`config.mk`:
```
export PLATFORM = sky130hd
export DESIGN_NAME = net_packet_arbiter_flat
export DESIGN_NICKNAME = d
export VERILOG_FILES = /design/src/rtl/net_packet_arbiter_if.sv /design/src/rtl/net_packet_arbiter.sv /design/src/flat_wrapper.sv
export SDC_FILE = /design/constraint.sdc
export NUM_CORES = 1
export LEC_CHECK = 0
export CAP_MARGIN = 20
export CELL_PAD_IN_SITES_DETAIL_PLACEMENT = 2
export CELL_PAD_IN_SITES_GLOBAL_PLACEMENT = 2
export CORE_ASPECT_RATIO = 0.9
export CORE_UTILIZATION = 21
export DETAILED_ROUTE_END_ITERATION = 16
export HOLD_SLACK_MARGIN = 0.15
export PLACE_DENSITY_LB_ADDON = 0.1
export SLEW_MARGIN = 5
export SYNTH_ARGS = -nofsm -noshare
export SYNTH_HDL_FRONTEND = slang
export SYNTH_SLANG_ARGS = --single-unit
```
`constraint.sdc`:
```
create_clock -name clk -period 2.95 [get_ports clk]
set_input_delay 0.7375 -clock clk [delete_from_list [all_inputs] [get_ports clk]]
set_output_delay 0.7375 -clock clk [all_outputs]
set_load 0.1 [all_outputs]
```
`src/rtl/net_packet_arbiter_if.sv`:
```
// rtl/net_packet_arbiter_if.sv - network packet type and arbiter bus interface
// Requesters drive the master side; the arbiter owns the slave side.
package net_packet_pkg;

  typedef enum logic [1:0] {
    NULL  = 2'd0,
    INSTR = 2'd1,
    REG   = 2'd2,
    DATA  = 2'd3
  } net_op_e;

  typedef struct packed {
    net_op_e     net_op;
    logic [3:0]  id;
    logic [15:0] addr;
    logic [31:0] data;
  } net_packet_s;

endpackage

interface net_packet_arbiter_if #(
  parameter int num_req_p = 4
) ();
  import net_packet_pkg::*;

  localparam int id_w_lp = (num_req_p > 1) ? $clog2(num_req_p) : 1;

  net_packet_s [num_req_p-1:0] req_packet_i;
  logic [num_req_p-1:0]        req_valid_i;
  logic [num_req_p-1:0]        req_yumi_o;
  net_packet_s                 net_packet_o;
  logic [id_w_lp-1:0]          grant_id_o;
  logic [31:0]                 pkt_count_o;

  modport master (
    output req_packet_i, req_valid_i,
    input  req_yumi_o, net_packet_o, grant_id_o, pkt_count_o
  );

  modport slave (
    input  req_packet_i, req_valid_i,
    output req_yumi_o, net_packet_o, grant_id_o, pkt_count_o
  );

endinterface

```
`src/rtl/net_packet_arbiter.sv`:
```
// rtl/net_packet_arbiter.sv - round-robin arbiter onto the single network channel
// Optional burst lock (NET_ARB_BURST_LOCK_EN) keeps one requester granted up to max_burst_p cycles.
module net_packet_arbiter
  import net_packet_pkg::*;
#(
  parameter int num_req_p   = 4,
  parameter int max_burst_p = 8
) (
  input  logic                 clk,
  input  logic                 reset,
  net_packet_arbiter_if.slave  bus
);

  localparam int id_w_lp = (num_req_p > 1) ? $clog2(num_req_p) : 1;

  localparam net_packet_s null_pkt_lp = '{net_op: NULL, id: '0, addr: '0, data: '0};

  logic [id_w_lp-1:0] r_last;
  logic [id_w_lp-1:0] r_grant_id;
  net_packet_s        r_pkt;
  logic [31:0]        r_pkt_count;

  logic [id_w_lp-1:0] w_search;
  logic [id_w_lp-1:0] w_cand;
  logic [id_w_lp-1:0] w_sel;
  logic               w_found;
  logic               w_lock;
  logic               w_grant;

  // First valid requester strictly after the pointer, wrapping back to the pointer itself last.
  always_comb begin
    w_found  = 1'b0;
    w_search = r_last;
    w_cand   = r_last;
    for (int i = 1; i <= num_req_p; i++) begin
      w_cand = id_w_lp'((int'(r_last) + i) % num_req_p);
      if (!w_found && bus.req_valid_i[w_cand]) begin
        w_found  = 1'b1;
        w_search = w_cand;
      end
    end
  end

`ifdef NET_ARB_BURST_LOCK_EN
  logic [7:0] r_burst;
  logic       r_granted;

  assign w_lock = r_granted && bus.req_valid_i[r_last] &&
                  ((int'(r_burst) + 1) < max_burst_p);

  always_ff @(posedge clk or negedge reset) begin
    if (!reset) begin
      r_burst   <= '0;
      r_granted <= 1'b0;
    end else begin
      r_granted <= w_grant;
      r_burst   <= w_lock ? r_burst + 8'd1 : 8'd0;
    end
  end
`else
  assign w_lock = 1'b0;
  // max_burst_p has no effect in the pure round-robin build.
  if (max_burst_p < 1) begin : g_burst_unused
  end
`endif

  assign w_sel   = w_lock ? r_last : w_search;
  assign w_grant = reset && (w_lock || w_found);

  always_comb begin
    bus.req_yumi_o = '0;
    if (w_grant) begin
      bus.req_yumi_o[w_sel] = 1'b1;
    end
  end

  always_ff @(posedge clk or negedge reset) begin
    if (!reset) begin
      r_last      <= id_w_lp'(num_req_p - 1);
      r_grant_id  <= '0;
      r_pkt       <= null_pkt_lp;
      r_pkt_count <= '0;
    end else if (w_grant) begin
      r_last     <= w_sel;
      r_grant_id <= w_sel;
      r_pkt      <= bus.req_packet_i[w_sel];
      // A granted NULL packet is still consumed but is not counted as traffic.
      if (bus.req_packet_i[w_sel].net_op != NULL) begin
        r_pkt_count <= r_pkt_count + 32'd1;
      end
    end else begin
      r_pkt <= null_pkt_lp;
    end
  end

  assign bus.net_packet_o = r_pkt;
  assign bus.grant_id_o   = r_grant_id;
  assign bus.pkt_count_o  = r_pkt_count;

endmodule
```
`src/flat_wrapper.sv`:
```
// flat-port wrapper written by rule: the top's interface ports become plain ports
module net_packet_arbiter_flat import net_packet_pkg::*;
#(
  parameter int num_req_p   = 4,
  parameter int max_burst_p = 8
)
  (clk, reset, bus_req_packet_i, bus_req_valid_i, bus_req_yumi_o, bus_net_packet_o, bus_grant_id_o, bus_pkt_count_o);
  net_packet_arbiter_if #(.num_req_p(num_req_p)) bus_i ();
  input  logic clk;
  input  logic reset;
  input wire logic [$bits(bus_i.req_packet_i)-1:0] bus_req_packet_i;
  input wire logic [$bits(bus_i.req_valid_i)-1:0] bus_req_valid_i;
  output wire logic [$bits(bus_i.req_yumi_o)-1:0] bus_req_yumi_o;
  output wire logic [$bits(bus_i.net_packet_o)-1:0] bus_net_packet_o;
  output wire logic [$bits(bus_i.grant_id_o)-1:0] bus_grant_id_o;
  output wire logic [$bits(bus_i.pkt_count_o)-1:0] bus_pkt_count_o;
  assign bus_i.req_packet_i = bus_req_packet_i;
  assign bus_i.req_valid_i = bus_req_valid_i;
  assign bus_req_yumi_o = bus_i.req_yumi_o;
  assign bus_net_packet_o = bus_i.net_packet_o;
  assign bus_grant_id_o = bus_i.grant_id_o;
  assign bus_pkt_count_o = bus_i.pkt_count_o;
  net_packet_arbiter #(.num_req_p(num_req_p), .max_burst_p(max_burst_p)) u_core (.clk(clk), .reset(reset), .bus(bus_i));
endmodule
```
== Yosys cells after proc, flatten, opt, wreduce, memory -nomap -nowiden ==
Index checks and enable logic that the tools add are counted.
Word-level totals
  word-level logic and storage cells: 50
  bits of input ports: 222
  output and inout port bits: 92
  register bits after elaboration: 90
Operators by class
  add/sub/neg operators: 5
  multiplexer cells: 22
  reductions and logical operators: 10
  $lt $le $gt $ge: 6
Operator list (count)
  binary-select mux 54 bit (select 2 bit): 1
  two-way mux 54 bit: 2
  adder 32 x 1 -> 32 bit (second input constant): 1
  less-than comparator 2 x 3 -> 1 bit (second input constant): 5
  two-way mux 1 bit: 9
  binary-select mux 1 bit (select 2 bit): 4
  two-way mux 2 bit: 4
  logical AND 1 bit: 5
  adder 2 x 1 -> 2 bit (second input constant): 2
  adder 2 bit (second input constant): 2
  two-way mux 4 bit: 1
  logical NOT 1 bit: 3
  demux 1 bit (select 2 bit): 1
  >= comparator 2 x 1 -> 1 bit (second input constant): 1
  AND reduction 2 bit: 1
  nonzero test 2 bit: 1

== Logic depth before layout (Yosys ltp) ==
Gate-level depths: netlist of the first run.
  depth after elaboration: 18
  depth in mapped cells: 10
  mapped depth without buffers: 7

== Worst setup path before layout of the first run ==
Ideal clock, no wire load.
  path type: input to output
  start: in bus_req_valid_i[1]
  end: out bus_req_yumi_o[2]
  cell stages on the path: 6
  path buffers: 2
  data required time: 2.213 ns
  setup slack: -1.623 ns
  arrival time: 3.835 ns
  cell sequence: o21a_1 o21ai_1 nand2_1 clkbuf_1 clkbuf_1 nor3_1
On the way
  word-level cells in the longest chain between the ends: 17
  elaborated cells on any way between the ends: 29
  classes of those cells: order compare: 2; mux: 19; reduce/logical: 8
Ends and longest elaborated chain
  start, declared: RTL line flat_wrapper.sv:12  | input wire logic [$bits(bus_i.req_valid_i)-1:0] bus_req_valid_i;
  binary-select mux 1 bit (select 2 bit): RTL line net_packet_arbiter.sv:37  | if (!w_found && bus.req_valid_i[w_cand]) begin
  two-way mux 1 bit (not written as such): RTL line net_packet_arbiter.sv:37
  two-way mux 1 bit: RTL line net_packet_arbiter.sv:37
  logical NOT 1 bit: RTL line net_packet_arbiter.sv:37
  logical AND 1 bit: RTL line net_packet_arbiter.sv:37
  two-way mux 1 bit: RTL line net_packet_arbiter.sv:37
  logical NOT 1 bit: RTL line net_packet_arbiter.sv:37
  logical AND 1 bit: RTL line net_packet_arbiter.sv:37
  two-way mux 1 bit: RTL line net_packet_arbiter.sv:37
  logical NOT 1 bit: RTL line net_packet_arbiter.sv:37
  logical AND 1 bit: RTL line net_packet_arbiter.sv:37
  two-way mux 2 bit: RTL line net_packet_arbiter.sv:37
  less-than comparator 2 x 3 -> 1 bit (not written as such) or >= comparator 2 x 1 -> 1 bit (tied branches): RTL line net_packet_arbiter.sv:73  | bus.req_yumi_o[w_sel] = 1'b1;
  logical AND 1 bit (not written as such): RTL line net_packet_arbiter.sv:73
  two-way mux 1 bit (not written as such): RTL line net_packet_arbiter.sv:73
  demux 1 bit (select 2 bit)
  two-way mux 4 bit *: RTL line net_packet_arbiter.sv:72  | if (w_grant) begin
  end, declared: RTL line flat_wrapper.sv:13  | output wire logic [$bits(bus_i.req_yumi_o)-1:0] bus_req_yumi_o;
Every way passes the cells marked *; elsewhere a longest branch is shown, timed or not. The select of a mux whose other input is x is not followed.

== Worst setup path after layout of the first run ==
  start: in bus_req_valid_i[3]
  end: out bus_req_yumi_o[0]
Same word-level chain as after synthesis.

==> results of run 1 <==
-- metrics by stage --
step | hold slack [ns] | power [mW]
6_report | 0.480 | 7.05
5_1_grt | 0.512 | 7.38
4_1_cts | 0.486 | 7.18
3_5_place_dp | 0.473 | 5.83
3_3_place_gp | 0.459 | 5.77
2_1_floorplan | 0.442 | 4.56
-- logic make-up (layout without fill, tap and decap cells) --
group / after synthesis / in the layout / synth area share
simple gates: 152 / 152 / 0.163
mux: 105 / 105 / 0.215
flops: 90 / 90 / 0.433
other cells: 0 / 4 / 0
compound gates: 70 / 70 / 0.0990
xor+xnor: 31 / 31 / 0.0522
fa+ha+maj: 1 / 1 / 0.00240
buf+inv: 38 / 370 / 0.0358
-- repair_timing --
action,4_1_cts,5_1_grt
endpoints found under the setup margin,4,0
hold buffers,0,0
gates resized for setup,10,0
setup buffers,3,0
-- registers in the layout (all words and copies together), names as in the netlist --
name and flops:
u_core.bus.net_packet_o 54, u_core.bus.pkt_count_o 32, u_core.bus.grant_id_o 2, u_core.r_last 2
-- power by group --
part	switching, mW	internal (mW)
registers	0.176	1.47
clock network	0.509	0.764
logic	2.83	1.30
total	3.51	3.54
-- final timing paths --
check                                      startpoint                           to  slack (ns)
max in group asynchronous                       reset  u_core.bus.net_packet_o[50]        1.29
hold reg to reg            u_core.bus.pkt_count_o[31]   u_core.bus.pkt_count_o[31]        0.48
setup reg to reg                     u_core.r_last[1]    u_core.bus.pkt_count_o[1]        0.42
setup / recovery                   bus_req_valid_i[3]            bus_req_yumi_o[0]        0.12
hold / removal             u_core.bus.pkt_count_o[31]   u_core.bus.pkt_count_o[31]        0.48
min in group asynchronous                       reset  u_core.bus.net_packet_o[52]        0.56
-- cells in the final DEF (no fill, tap or decap), drive strengths merged, types with 5 or more instances in the layout --
cell	n
nand3	16
dfrtp	88
o21ai	7
mux2i	52
or3	5
nor4b	6
clkbuf	11
nor4	13
nand2	19
mux2	53
xor2	30
clkdlybuf4s50	216
buf	133
nand4	5
nor3	14
nor2	62
a211oi	52
-- routing by layer --
| metal | vias to the layer above | wire length [um] | global-route usage |
|---|---|---|---|
| met5 | - | 0 | 0 |
| met4 | 0 | 422 | 0.0606 |
| met2 | 166 | 12200 | 0.338 |
| li1 | 2432 | - | - |
| met1 | 2537 | 8170 | 0.181 |
| met3 | 24 | 1970 | 0.0729 |
-- critical path: cells and delay by family --
kind                   cells  cell delay [ns]
AND/OR/NAND/NOR            3             0.78
buffers and inverters      2             0.48
AO/OA/AOI/OAI              1             0.07
-- cell type report --
class	instances	area, um2	share of cell area
timing repair buffer	353	3350	0.363
multi-input combinational	359	2890	0.314
sequential	90	2250	0.245
tap	308	385	0.0418
clock buffer	11	243	0.0263
clock inverter	4	76.3	0.00828
antenna	4	10.0	0.00109
inverter	2	7.51	0.000814
==> flow_summary.toml, run 1 <==
[place]
port_buffers = 313
dp_cells = 1109
pre_cts_slack_ns = -0.223
dp_hpwl_mm = 18.1
gp_congestion = 0.763
placed_area_um2 = 8850

[pwr]
p_per_area_nw_per_um2 = 765
vdd_drop_max_mv = 0.272
leakagePower_nw = 4.05

[detailed_routing]
dr.pass1.iters = 4
drt-initial-drc-count = 166
ant_nets = 0
post-route-drc-count = 0
wl_per_cell_um = 20.1
dr_total_vias = 5159
vias_per_cell = 4.56
drt-total-wl_mm = 22.7

[grt]
grt_max_degree = 67
grt_pass1_wl_mm = 34.2
grt_pass1_vias = 5915
gr-total-overflow = 0
antenna_found_initial = 5
grt.total_usage = 0.180

[floorplan]
core_region_area_um2 = 24300
die_w_um = 168
die_y_um = 151
start_util = 0.215
io-pin-count = 314
dieArea_um2 = 25400
num_rows = 54

[yosys]
seq_area_frac_synth = 0.433
synthTopCellsByArea = "dfrtp_1 (42%), mux2_2 (11%), mux2i_1 (10%)"
synth_top_area_share = 0.423
syn_avg_cell_area_um2 = 10.7
ys_warn_count = 0
synth.most_common_cell = "dfrtp_1"
synth.distinct_cells = 43
syn_nets = 710
syn_area_um2 = 5210
synthArstFlopShare = 1.00
synth_commonest_cells = "dfrtp_1 (88), nor2_1 (62), a211oi_1 (52), mux2_2 (52), mux2i_1 (52)"
syn_inst = 487
synth_edf_count = 0
yosys.area.top_type = "dfrtp_1"
ys_seq_elements = 90
synthFlopType = "dfrtp_1"

[setup_path]
critPathKind = "in2out"
cp_slowest_stage_delay_ns = 0.43
crit_required_ns = 2.21
startpoint_type = "input pin"
critPathSlowestCell = "or3_4"
worstPathArrival_ns = 2.09
endpoint_kind = "output port"
crit_path_cell_trace = "dlygate4sd2_1, nand2_2, a21oi_2, or3_4, nor3_4, buf_12"
ff2ff_path_depth = 10
path_max_fanout = 4

[sta]
setup-tns-final_ns = 0
report.final.slew_viol_count = 0
hold_violations = 0
grt_setup_unrepaired = "false"
max_freq_mhz = 354
setup_ws_ns = 0.124
tightestPinTransition_ns = 0.690
finalCriticalPeriod_ns = 2.83
skew_ns = 0.0107
setup_viol = 0
fin_crit_sh = 0.958
relSlewSlack = 0.540

[clocking]
cts_inserted_buffers = 9
cts_root_buf = "clkbuf_16"
clk_latency_ns = 0.35
cts_tree = "done"
cts_buffer_depth = 2
h-tree-depth = 3
cts_sinks = 90
clkSlewWorstSetupHoldPaths_ns = 0.07

[layout]
post-route-util = 0.380
syn2layout_area_growth_pct = 77.1
final_cell_count_no_fill = 1131
nNetsFinal = 1038
nFillCells = 2601
drive_gt1_frac = 0.288
postLayoutCellArea_um2 = 9220

[run_status]
status = "finished, final reports clean"

[hold_path]
hold_path_class = "reg2reg"
hold_depth = 1

[run]
max_cap_viol_count = 0
(Power assumes the default switching activity.)
==> inputs of run 2 (changes only) <==
GPL_TIMING_DRIVEN = 0   (was unset)
RECOVER_POWER = 25   (was unset)
clock period = 2.9 ns   (was 2.95 ns; I/O delays follow)
==> run 2 against run 1 <==
Compared with the run above: the flow now finishes with violations (max-capacitance violations, max-slew violations); first-iteration DRC count fell by 42%; setup slack got worse by 0.076 ns; utilization rose by 0.75 points; sequential power barely moved; cell count rose by 0.80%; sequential share of layout area fell by 0.47 points; critical endpoint unchanged.
==> flow_summary.toml, run 2 (synthesis results as in run 1) <==
[sta]
fin_crit_sh = 0.983
finalCriticalPeriod_ns = 2.85
setup_viol = 0
hold_violations = 0
tightestPinTransition_ns = 1.66
grt_setup_unrepaired = "true"
max_freq_mhz = 351
report.final.slew_viol_count = 63
setup_ws_ns = 0.0483
skew_ns = 0.00804
relSlewSlack = -0.107

[run_status]
status = "finished, violations left"
violations = "max-capacitance violations, max-slew violations"

[setup_path]
worstPathArrival_ns = 2.13
crit_family = "buffers and inverters"
crit_path_cell_trace = "clkdlybuf4s15_2, o41ai_4, clkbuf_8, clkbuf_4, nor3_4, buf_6"
crit_required_ns = 2.17
endpoint_kind = "output port"
critPathKind = "in2out"
critPathSlowestCell = "o41ai_4"
cp_slowest_stage_delay_ns = 0.44
worstSetupPathDepth = 6
path_buf_inv = 4
startpoint_type = "input pin"
ff2ff_path_depth = 14
path_max_fanout = 10

[clocking]
cts_inserted_buffers = 9
cts_sinks = 90
cts_root_buf = "clkbuf_16"
clk_latency_ns = 0.36
h-tree-depth = 3
hold_buffers = 0
clkSlewWorstSetupHoldPaths_ns = 0.07
cts_tree = "done"
cts_buffer_depth = 2

[pwr]
power_switching_share = 0.519
leakagePower_nw = 3.87
clkPwrFrac = 0.161
p_seq_frac = 0.232
combPwrFrac = 0.607
p_switching_mw = 3.74
vdd_drop_max_mv = 0.283
finalPower_mw = 7.22
p_int_mw = 3.48
p_per_area_nw_per_um2 = 768

[detailed_routing]
drt-initial-drc-count = 96
wl_per_cell_um = 21.6
dr_total_vias = 5319
post-route-drc-count = 0
drt-total-wl_mm = 24.6
vias_per_cell = 4.67
ant_nets = 0
dr.pass1.iters = 4

[grt]
antenna_found_initial = 6
grt.total_usage = 0.198
grt_max_degree = 63
grt_pass1_wl_mm = 37.0
grt_pass1_vias = 6233
gr-total-overflow = 0

[floorplan]
die_w_um = 168
core_region_area_um2 = 24300
dieArea_um2 = 25400
start_util = 0.215
num_rows = 54
die_y_um = 151
io-pin-count = 314

[place]
port_buffers = 313
dp_hpwl_mm = 19.7
pre_cts_slack_ns = -2.24
gp_congestion = 0.771

[layout]
largest_reg_flops = 54
nNetsFinal = 1048
layout_commonest_cell = "clkdlybuf4s50_1"
drive_gt1_frac = 0.186
mostFrequentLayoutCells = "clkdlybuf4s50_1 (304), dfrtp_1 (88), nor2_1 (62)"
syn2layout_area_growth_pct = 80.6

[hold_path]
hold_path_class = "in2async"

[run]
max_cap_viol_count = 1
## run 2: worst paths after layout
check | end | slack [ns] | start
max in group asynchronous | u_core.bus.net_packet_o[31] | 0.71 | reset
max reg2reg | u_core.bus.pkt_count_o[25] | 0.18 | u_core.r_last[1]
max | bus_req_yumi_o[0] | 0.05 | bus_req_valid_i[0]
min | u_core.bus.net_packet_o[49] | 0.26 | reset
min reg2reg | u_core.bus.pkt_count_o[31] | 0.48 | u_core.bus.pkt_count_o[31]
min in group clk | u_core.bus.pkt_count_o[31] | 0.48 | u_core.bus.pkt_count_o[31]
## run 2: through the flow
step,cell area (um2),utilization,std cells,TNS (ns),hold slack [ns]
floorplan,5340,-,487,-0.465,0.429
global placement,8860,0.365,1108,-624.00,0.456
detailed placement,8880,0.366,1109,-59.80,0.474
CTS,9350,0.385,1138,0,0.260
global route,9400,0.387,1139,-0.00581,0.261
finish,9400,0.388,1140,0,0.259
## run 2: what timing repair did
action	4_1_cts	5_1_grt
resized for setup	61	13
pin swaps	6	2
setup buffers	16	0
setup endpoints to repair	64	21
## run 2: per-layer routing
layer / share of wire / global-route usage / vias up
li1: - / - / 2466
met4: 0.025 / 0.0725 / 6
met5: 0.0017 / 0 / -
met1: 0.37 / 0.206 / 2635
met3: 0.073 / 0.0656 / 36
met2: 0.53 / 0.371 / 176
## run 2: area by class of cell
class | count | area [um2]
antenna | 2 | 5.00
multi-input combinational | 359 | 2960
clock inverter | 7 | 57.6
fill | 2604 | 14900
buffer | 33 | 218
sequential | 90 | 2250
clock buffer | 9 | 225
tap | 308 | 385
inverter | 2 | 7.51
timing repair buffer | 330 | 3290
## run 2: power groups by stage
| stage | registers [mW] | logic, mW | clock network, mW |
|---|---|---|---|
| floorplan | 3.36 | 1.28 | 0 |
| global placement | 1.68 | 4.26 | 0 |
| detailed placement | 1.69 | 4.30 | 0 |
| CTS | 1.68 | 4.42 | 1.21 |
| global route | 1.71 | 4.60 | 1.25 |
| finish | 1.68 | 4.38 | 1.16 |
